[src/rtl/fm_mean_ctrl.sv]
// Job controller for a per-channel mean datapath: feeds feature-map beats into
// the datapath, collects one result per channel, and credit-limits the results.
module fm_mean_ctrl #(
  parameter int bitwidth  = 16,
  parameter int N         = 8,
  parameter int LEN_W     = 16,
  parameter int CH_W      = 12,
  parameter int RES_DEPTH = 4
) (
  input  logic                  clk,
  input  logic                  rst,
  input  logic                  cfg_start,
  input  logic [LEN_W-1:0]      cfg_len,
  input  logic [CH_W-1:0]       cfg_num_ch,
  input  logic [bitwidth-1:0]   cfg_h_param,
  input  logic [N*bitwidth-1:0] s_data,
  input  logic                  s_valid,
  output logic                  s_ready,
  output logic [N*bitwidth-1:0] dp_in,
  output logic                  dp_in_valid,
  output logic                  dp_in_last,
  output logic [bitwidth-1:0]   dp_h_param,
  input  logic [bitwidth-1:0]   dp_out,
  input  logic                  dp_out_valid,
  input  logic                  dp_out_last,
  output logic [bitwidth-1:0]   m_data,
  output logic                  m_valid,
  input  logic                  m_ready,
  output logic                  busy,
  output logic                  done,
  output logic                  err_ovf
);

  localparam int AW = $clog2(RES_DEPTH);
  localparam int CW = $clog2(RES_DEPTH) + 1;
  localparam logic [CW-1:0] CRED_MAX = CW'(RES_DEPTH);

  localparam logic [1:0] S_IDLE   = 2'd0;
  localparam logic [1:0] S_STREAM = 2'd1;
  localparam logic [1:0] S_DRAIN  = 2'd2;

  logic [1:0]            state_q, state_d;
  logic [LEN_W-1:0]      len_q, len_d;
  logic [CH_W-1:0]       num_ch_q, num_ch_d;
  logic [bitwidth-1:0]   h_q, h_d;
  logic [LEN_W-1:0]      beat_q, beat_d;
  logic [CH_W-1:0]       ch_q, ch_d;
  logic [CH_W-1:0]       popped_q, popped_d;
  logic [CW-1:0]         credits_q, credits_d;
  logic                  done_d;
  logic                  done_q;
  logic                  err_ovf_q;
  logic [N*bitwidth-1:0] dp_in_q;
  logic                  dp_in_valid_q, dp_in_last_q;
  logic [AW:0]           wr_ptr_q, rd_ptr_q, fifo_count;
  logic [bitwidth-1:0]   mem [RES_DEPTH];

  logic fifo_empty, fifo_full, fire, chan_last, pop, push, push_ok;

  assign fifo_count = wr_ptr_q - rd_ptr_q;
  assign fifo_empty = (fifo_count == '0);
  assign fifo_full  = (fifo_count == CRED_MAX);
  assign s_ready    = (state_q == S_STREAM) && (credits_q != '0) && (ch_q < num_ch_q);
  assign fire       = s_valid && s_ready;
  assign chan_last  = fire && (beat_q == len_q - LEN_W'(1));
  assign pop        = !fifo_empty && m_ready;
  assign push       = dp_out_valid && dp_out_last;
  assign push_ok    = push && !fifo_full;

  always_comb begin
    state_d   = state_q;
    len_d     = len_q;
    num_ch_d  = num_ch_q;
    h_d       = h_q;
    beat_d    = beat_q;
    ch_d      = ch_q;
    done_d    = 1'b0;
    popped_d  = popped_q;
    // A pop returns a credit; clamp guards against stale results popped while idle.
    credits_d = credits_q + CW'(pop && (credits_q < CRED_MAX)) - CW'(chan_last);
    if (pop && (state_q != S_IDLE)) popped_d = popped_q + CH_W'(1);

    case (state_q)
      S_IDLE: begin
        if (cfg_start) begin
          if ((cfg_len != '0) && (cfg_num_ch != '0)) begin
            len_d     = cfg_len;
            num_ch_d  = cfg_num_ch;
            h_d       = cfg_h_param;
            beat_d    = '0;
            ch_d      = '0;
            popped_d  = '0;
            credits_d = CRED_MAX;
            state_d   = S_STREAM;
          end else begin
            done_d = 1'b1;
          end
        end
      end
      S_STREAM: begin
        if (chan_last) begin
          beat_d = '0;
          ch_d   = ch_q + CH_W'(1);
          if (ch_q == num_ch_q - CH_W'(1)) state_d = S_DRAIN;
        end else if (fire) begin
          beat_d = beat_q + LEN_W'(1);
        end
      end
      S_DRAIN: begin
        if (popped_q == num_ch_q) begin
          done_d  = 1'b1;
          state_d = S_IDLE;
        end
      end
      default: state_d = S_IDLE;
    endcase
  end

  always_ff @(posedge clk or posedge rst) begin
    if (rst) begin
      state_q       <= S_IDLE;
      len_q         <= '0;
      num_ch_q      <= '0;
      h_q           <= '0;
      beat_q        <= '0;
      ch_q          <= '0;
      popped_q      <= '0;
      credits_q     <= CRED_MAX;
      done_q        <= 1'b0;
      err_ovf_q     <= 1'b0;
      dp_in_q       <= '0;
      dp_in_valid_q <= 1'b0;
      dp_in_last_q  <= 1'b0;
      wr_ptr_q      <= '0;
      rd_ptr_q      <= '0;
    end else begin
      state_q       <= state_d;
      len_q         <= len_d;
      num_ch_q      <= num_ch_d;
      h_q           <= h_d;
      beat_q        <= beat_d;
      ch_q          <= ch_d;
      popped_q      <= popped_d;
      credits_q     <= credits_d;
      done_q        <= done_d;
      dp_in_valid_q <= fire;
      dp_in_last_q  <= chan_last;
      if (fire) dp_in_q <= s_data;
      if (push && fifo_full) err_ovf_q <= 1'b1;
      if (push_ok) wr_ptr_q <= wr_ptr_q + 1'b1;
      if (pop) rd_ptr_q <= rd_ptr_q + 1'b1;
    end
  end

  always_ff @(posedge clk) begin
    if (push_ok) mem[wr_ptr_q[AW-1:0]] <= dp_out;
  end

  assign m_valid     = !fifo_empty;
  assign m_data      = fifo_empty ? '0 : mem[rd_ptr_q[AW-1:0]];
  assign dp_in       = dp_in_q;
  assign dp_in_valid = dp_in_valid_q;
  assign dp_in_last  = dp_in_last_q;
  assign dp_h_param  = h_q;
  assign busy        = (state_q != S_IDLE);
  assign done        = done_q;
  assign err_ovf     = err_ovf_q;

endmodule

[config.mk]
export PLATFORM = sky130hd
export DESIGN_NAME = fm_mean_ctrl
export DESIGN_NICKNAME = d
export VERILOG_FILES = /design/src/rtl/fm_mean_ctrl.sv
export SDC_FILE = /design/constraint.sdc
export NUM_CORES = 1
export LEC_CHECK = 0
export CORE_UTILIZATION = 40
export CTS_CLUSTER_DIAMETER = 30
export DETAILED_ROUTE_END_ITERATION = 10
export PLACE_DENSITY = 0.69
export REMOVE_ABC_BUFFERS = 1
export SLEW_MARGIN = 25
export SYNTH_ARGS = -nofsm -noshare
export SYNTH_HDL_FRONTEND = slang
export SYNTH_SLANG_ARGS = --single-unit
[constraint.sdc]
create_clock -name clk -period 14.82 [get_ports clk]
set_input_delay 2.964 -clock clk [delete_from_list [all_inputs] [get_ports clk]]
set_output_delay 2.964 -clock clk [all_outputs]
set_load 0.1 [all_outputs]
## After elaboration in Yosys (flattened, before gate mapping)

Memory sizes are Yosys's and may differ from the RTL's.
Index checks and enable logic that the tools add are counted.

| cells by class | value |
|---|---|
| $add $sub $neg | 10 |
| magnitude comparators | 2 |
| equal/unequal tests | 12 |
| multiplexer cells | 29 |
| reductions and logical operators | 24 |

Operator list:

| operator | number |
|---|---|
| 2-to-1 mux 12 bit | 7 |
| 2-to-1 mux 16 bit | 5 |
| one-hot mux 16 bit (2 select lines) | 1 |
| adder 12 x 1 -> 12 bit (second input constant) | 2 |
| equality test 12 bit | 2 |
| one-hot mux 12 bit (2 select lines) | 1 |
| adder 16 x 1 -> 16 bit (second input constant) | 1 |
| equality test 16 bit | 1 |
| nonzero test 16 bit | 1 |
| subtractor 16 x 1 -> 16 bit (second input constant) | 1 |
| < comparator 12 bit | 1 |
| nonzero test 12 bit | 1 |
| subtractor 12 x 1 -> 12 bit (second input constant) | 1 |
| logical AND 1 bit | 11 |
| 2-to-1 mux 2 bit | 5 |
| 2-to-1 mux 3 bit | 3 |
| inequality test 2 bit (second input constant) | 4 |
| AND reduction 4 bit | 2 |
| adder 3 x 1 -> 3 bit (second input constant) | 2 |
| one-hot mux 2 bit (3 select lines) | 1 |
| 2-to-1 mux 1 bit | 5 |
| AND reduction 5 bit | 1 |
| nonzero test 2 bit | 2 |
| adder 3 x 1 -> 3 bit | 1 |
| 14 further kinds | 15 |

| word-level totals | value |
|---|---|
| flip-flop bits (word level) | 227 |
| bits in writable memories | 64 |
| bits of input ports | 195 |
| output and inout bits | 167 |
| logic and storage cells | 93 |
| memories | 1 |

Memories:

| memory | words | width | read ports | clocked after Yosys merged registers in | wr ports | RTL line | source |
|---|---|---|---|---|---|---|---|
| mem | 4 | 16 | 1 | 0 | 1 | 56 | `logic [bitwidth-1:0] mem [RES_DEPTH];` |

## Depth between registers and ports, before layout

| logic depth | value |
|---|---|
| depth after elaboration | 10 |
| mapped depth | 19 |
| depth with buffers taken out | 19 |

## Worst setup path after synthesis

No wires, ideal clock.

| path | value |
|---|---|
| kind | reg-to-output |
| from | reg rd_ptr_q[1] |
| to | out m_data[10] |
| arrival | 3197 ps |
| data required time | 11856 ps |
| slack | 8659 ps |
| stages on the path, launching flop included | 10 |
| path buffers | 3 |
| path through | dfrtp_1 clkbuf_1 buf_1 inv_1 ha_1 nor2b_1 xnor2_1 nor2_1 clkbuf_1 nor2b_1 |

| between the ends | value |
|---|---|
| word-level cells in the longest chain between the ends | 3 |
| elaborated cells between the ends (all ways) | 4 |
| classes of those cells | 1 x add/sub; 1 x mux; 1 x reduce/logical; 1 x memory |

RTL lines:

| what | RTL line | source |
|---|---|---|
| start: declaration | 55 | `logic [AW:0] wr_ptr_q, rd_ptr_q, fifo_count;` |
| start signal: assignment | 151 | `if (pop) rd_ptr_q <= rd_ptr_q + 1'b1;` |
| subtractor 3 bit | 60 | `assign fifo_count = wr_ptr_q - rd_ptr_q;` |
| logical NOT 3 bit | 61 | `assign fifo_empty = (fifo_count == '0);` |
| 2-to-1 mux 16 bit (*) | 160 | `assign m_data = fifo_empty ? '0 : mem[rd_ptr_q[AW-1:0]];` |
| end: declaration | 26 | `output logic [bitwidth-1:0] m_data,` |

Mark *: on every way between the ends. The rest lies on a longest branch, timed or not.

## Worst setup path in the final report

| path | value |
|---|---|
| from | reg rd_ptr_q[1] |
| to | out m_valid |

| between the ends | value |
|---|---|
| word-level cells in the longest chain between the ends | 3 |

RTL lines:

| what | RTL line | source |
|---|---|---|
| subtractor 3 bit | 60 |  |
| logical NOT 3 bit | 61 |  |
| logical NOT 1 bit | 159 | `assign m_valid = !fifo_empty;` |
| end: declaration | 27 | `output logic m_valid,` |

No other way between the ends.

==> out/results.ini <==
[layout]
post_route_cells_drive_above_1_share_pct=9.81
core_occupancy_in_the_finished_layout_pct=60.8
syn_to_final_growth_pct=49.4
postLayoutCellArea_um2=19200
nets=1872

[synth]
synth_enable_flop_cells=64
ys.flop_type=dfrtp_1
synthesis.area_per_instance_um2=10.2
post_synth_xor_area_fraction_pct=4.96
netlist_top_cells_area=dfrtp_1 (44%), edfxtp_1 (15%), nand2_1 (14%)
synth-seq-cells=291
post_synth_fa_ha_maj_area_fraction_pct=2.68
post-synth-top-area-fraction_pct=43.9
asyncSetResetFlopFracSynth_pct=78.0
sequential_cell_area_fraction_in_the_yosys_report_pct=59.0
yosys_top_cell_by_area=dfrtp_1
post_synthesis_simple_gate_area_fraction_pct=22.1
synth_top_cells_by_count=nand2_1 (479), dfrtp_1 (226), edfxtp_1 (64), xnor2_1 (50), nor2_1 (42)
synthCells=1262
muxShareOfSynthArea_pct=4.34
synth_compound_gate_area_share_pct=4.37
yosys_warnings=0
yosysMostFrequentCell=nand2_1
main_combinational_cell_family_by_area_after_synthesis=simple AND/OR/NAND/NOR gates
post_synth_instance_area_um2=12900
yosys.cell_types.count=59

[critical_path]
timing.setup.critical_path_class=flip-flop to output pin
critical-path-top-cell-by-count=inv_1
critPathRequiredTime_ps=11860
cp_data_arrival_time_ps=3690
critPathBufInv=3
setup.worst_path.end_class=output pin
cp_cell_sequence=inv_1 -> ha_1 -> nor2b_1 -> xnor2_1 -> nor2_2 -> inv_1 -> clkdlybuf4s50_1
critical_path.max_stage_delay_ps=1000
crit_slowest_cell=clkdlybuf4s50_1
startpoint_type=flip-flop
worst_path_dominant_cell_family=buffers and inverters
cp_max_fo=19

[drt]
via_count=10500
vias_per_cell=4.98
post-route-drc-count=0
detailedRoute.firstPassIterationCount=6
initialDrtViolationCount=601
drt_wl_total_mm=36.2
ant_nets=0
routed_wire_length_per_instance_um=17.1

[run]
maxCapViolations=0

[floorplanning]
num_rows=65
die_x_um=181
die-area_um2=32900
start_util_pct=40.7
ioPinCount=362
floorplan.die.height_um=181
core-area_um2=31600

[sta]
tightest_slew_ps=1060
finClkSkew_ps=25.6
setup_tns_ps=0
period_minus_slack_ps=6650
maxClockFrequency_ghz=0.150
timing.final.setup_violations=0
finalCritPeriodShare_pct=44.9
max-slew-margin-rel_pct=29.4
hold_slack_ps=465
rsz0062_at_grt=no
pins_over_their_slew_limit=0
hold_viol=0
setup_slack_ps=8170

[clock_tree]
htreeDepth=3
clk-insertion-delay-late_ps=570
postCtsResizedCells=0
clk_pin_slew_worst_paths_ps=40
cts_buffers=70
ctsHoldBuffers=0
clock_tree.root_cell=clkbuf_16
clock_path_buffers=3
post_cts_setup_repair_bufs=0
numClockSinks=291
tritoncts=done

[placed_design]
port_buffers=361
preCtsSetupSlack_ps=8120
total_half_perimeter_wirelength_after_legalization_and_detailed_placement_mm=24.3
instance_area_after_placement_um2=16900
gp_routability_congestion=0.808

[global_routing]
grt.total_usage_pct=22.3
grt_antenna_before_repair=5
grt_first_pass_wirelength_mm=57.7
overflow=0
first_global_vias=11000
maximum_number_of_pins_on_one_net_before_global_route_repair=96

[worst_hold_path]
class_of_the_most_critical_hold_timing_path=flip-flop to flip-flop

[power_and_ir_drop]
vdd.ir_drop.worst_uv=185
power.density_nw_per_um2=247
static-leakage-power_nw=8.55

[outcome]
run_status=finished clean

-- path summary, 6_finish.rpt --
| kind | startpoint | endpoint | slack [ps] | cells after the start |
|---|---|---|---|---|
| setup reg to reg | num_ch_q[5]$_DFFE_PP0P_ | credits_q[2]$_DFF_PP1_ | 9970 | 19 |
| min in group asynchronous | rst | dp_in[17]$_DFFE_PP0P_ | 2900 | 2 |
| hold / removal | dp_in[16]$_DFFE_PP0P_ | dp_in[16]$_DFFE_PP0P_ | 470 | 2 |
| max in group asynchronous | rst | rd_ptr_q[0]$_DFFE_PP0P_ | 9890 | 4 |
| setup / recovery | rd_ptr_q[1]$_DFFE_PP0P_ | m_valid | 8170 | 7 |
| hold reg to reg | dp_in[16]$_DFFE_PP0P_ | dp_in[16]$_DFFE_PP0P_ | 470 | 2 |
-- routing by layer --
layer	up-vias	global-route usage [%]	wire length, um
li1	5009	-	-
met1	5036	26.0	14600
met2	373	36.3	17300
met3	85	8.16	3030
met4	0	11.2	1270
met5	-	0	0
-- power by group --
group	internal, mW	switching, mW
sequential	0.998	0.136
combinational	0.500	1.60
clock	1.04	0.479
total	2.54	2.22
-- registers in the layout (all words and copies together), names as in the netlist, 12 cells and up --
register / count
dp_in: 128
popped_q: 12
len_q: 16
num_ch_q: 12
beat_q: 16
ch_q: 12
mem: 64
dp_h_param: 16
-- worst min-delay path, delay by kind of cell (launching register included) --
family,cells,cell delay (ps)
flops,1,330
simple gates,2,100
-- cell usage in the layout, fill, tap and decap left out, types with 9 or more instances in the layout --
cell	Yosys	final
a21oi_1	24	24
clkbuf_1	38	12
clkbuf_16	0	70
clkbuf_8	0	13
clkdlybuf4s50_1	0	361
dfrtp_1	226	225
edfxtp_1	64	64
ha_1	26	26
inv_1	31	30
mux2_2	15	15
mux4_2	16	16
nand2_1	479	478
nand3_1	18	18
nand4_1	19	19
nor2_1	42	40
nor2b_1	19	19
nor3_1	17	17
nor4_1	12	12
o21ai_0	29	29
o21ai_1	9	9
or3_1	19	19
xnor2_1	50	50
xor2_1	23	23
-- final cells by class --
class,count,area [um^2]
fill,2564,12400
sequential,291,7600
multi-input combinational,887,4970
timing repair buffer,368,3670
clock buffer,95,1980
tap,402,503
clock inverter,30,375
inverter,32,130
antenna,5,12.5
-- kinds of logic (layout without fill, tap and decap cells) --
group	after synthesis	after routing
compound gates	93	93
buf+inv	84	525
simple gates	660	660
mux	34	34
flops	291	291
xor+xnor	73	73
fa+ha+maj	27	27
other cells	0	5
-- metrics by stage --
stage                     std cells  power (mW)
after global routing           2110        4.93
after floorplan                1210        2.71
after detailed placement       1980        3.24
after global placement         1980        3.23
final                          2110        4.75
after CTS                      2105        4.79
Note: power is estimated with default switching activity, not from simulation.
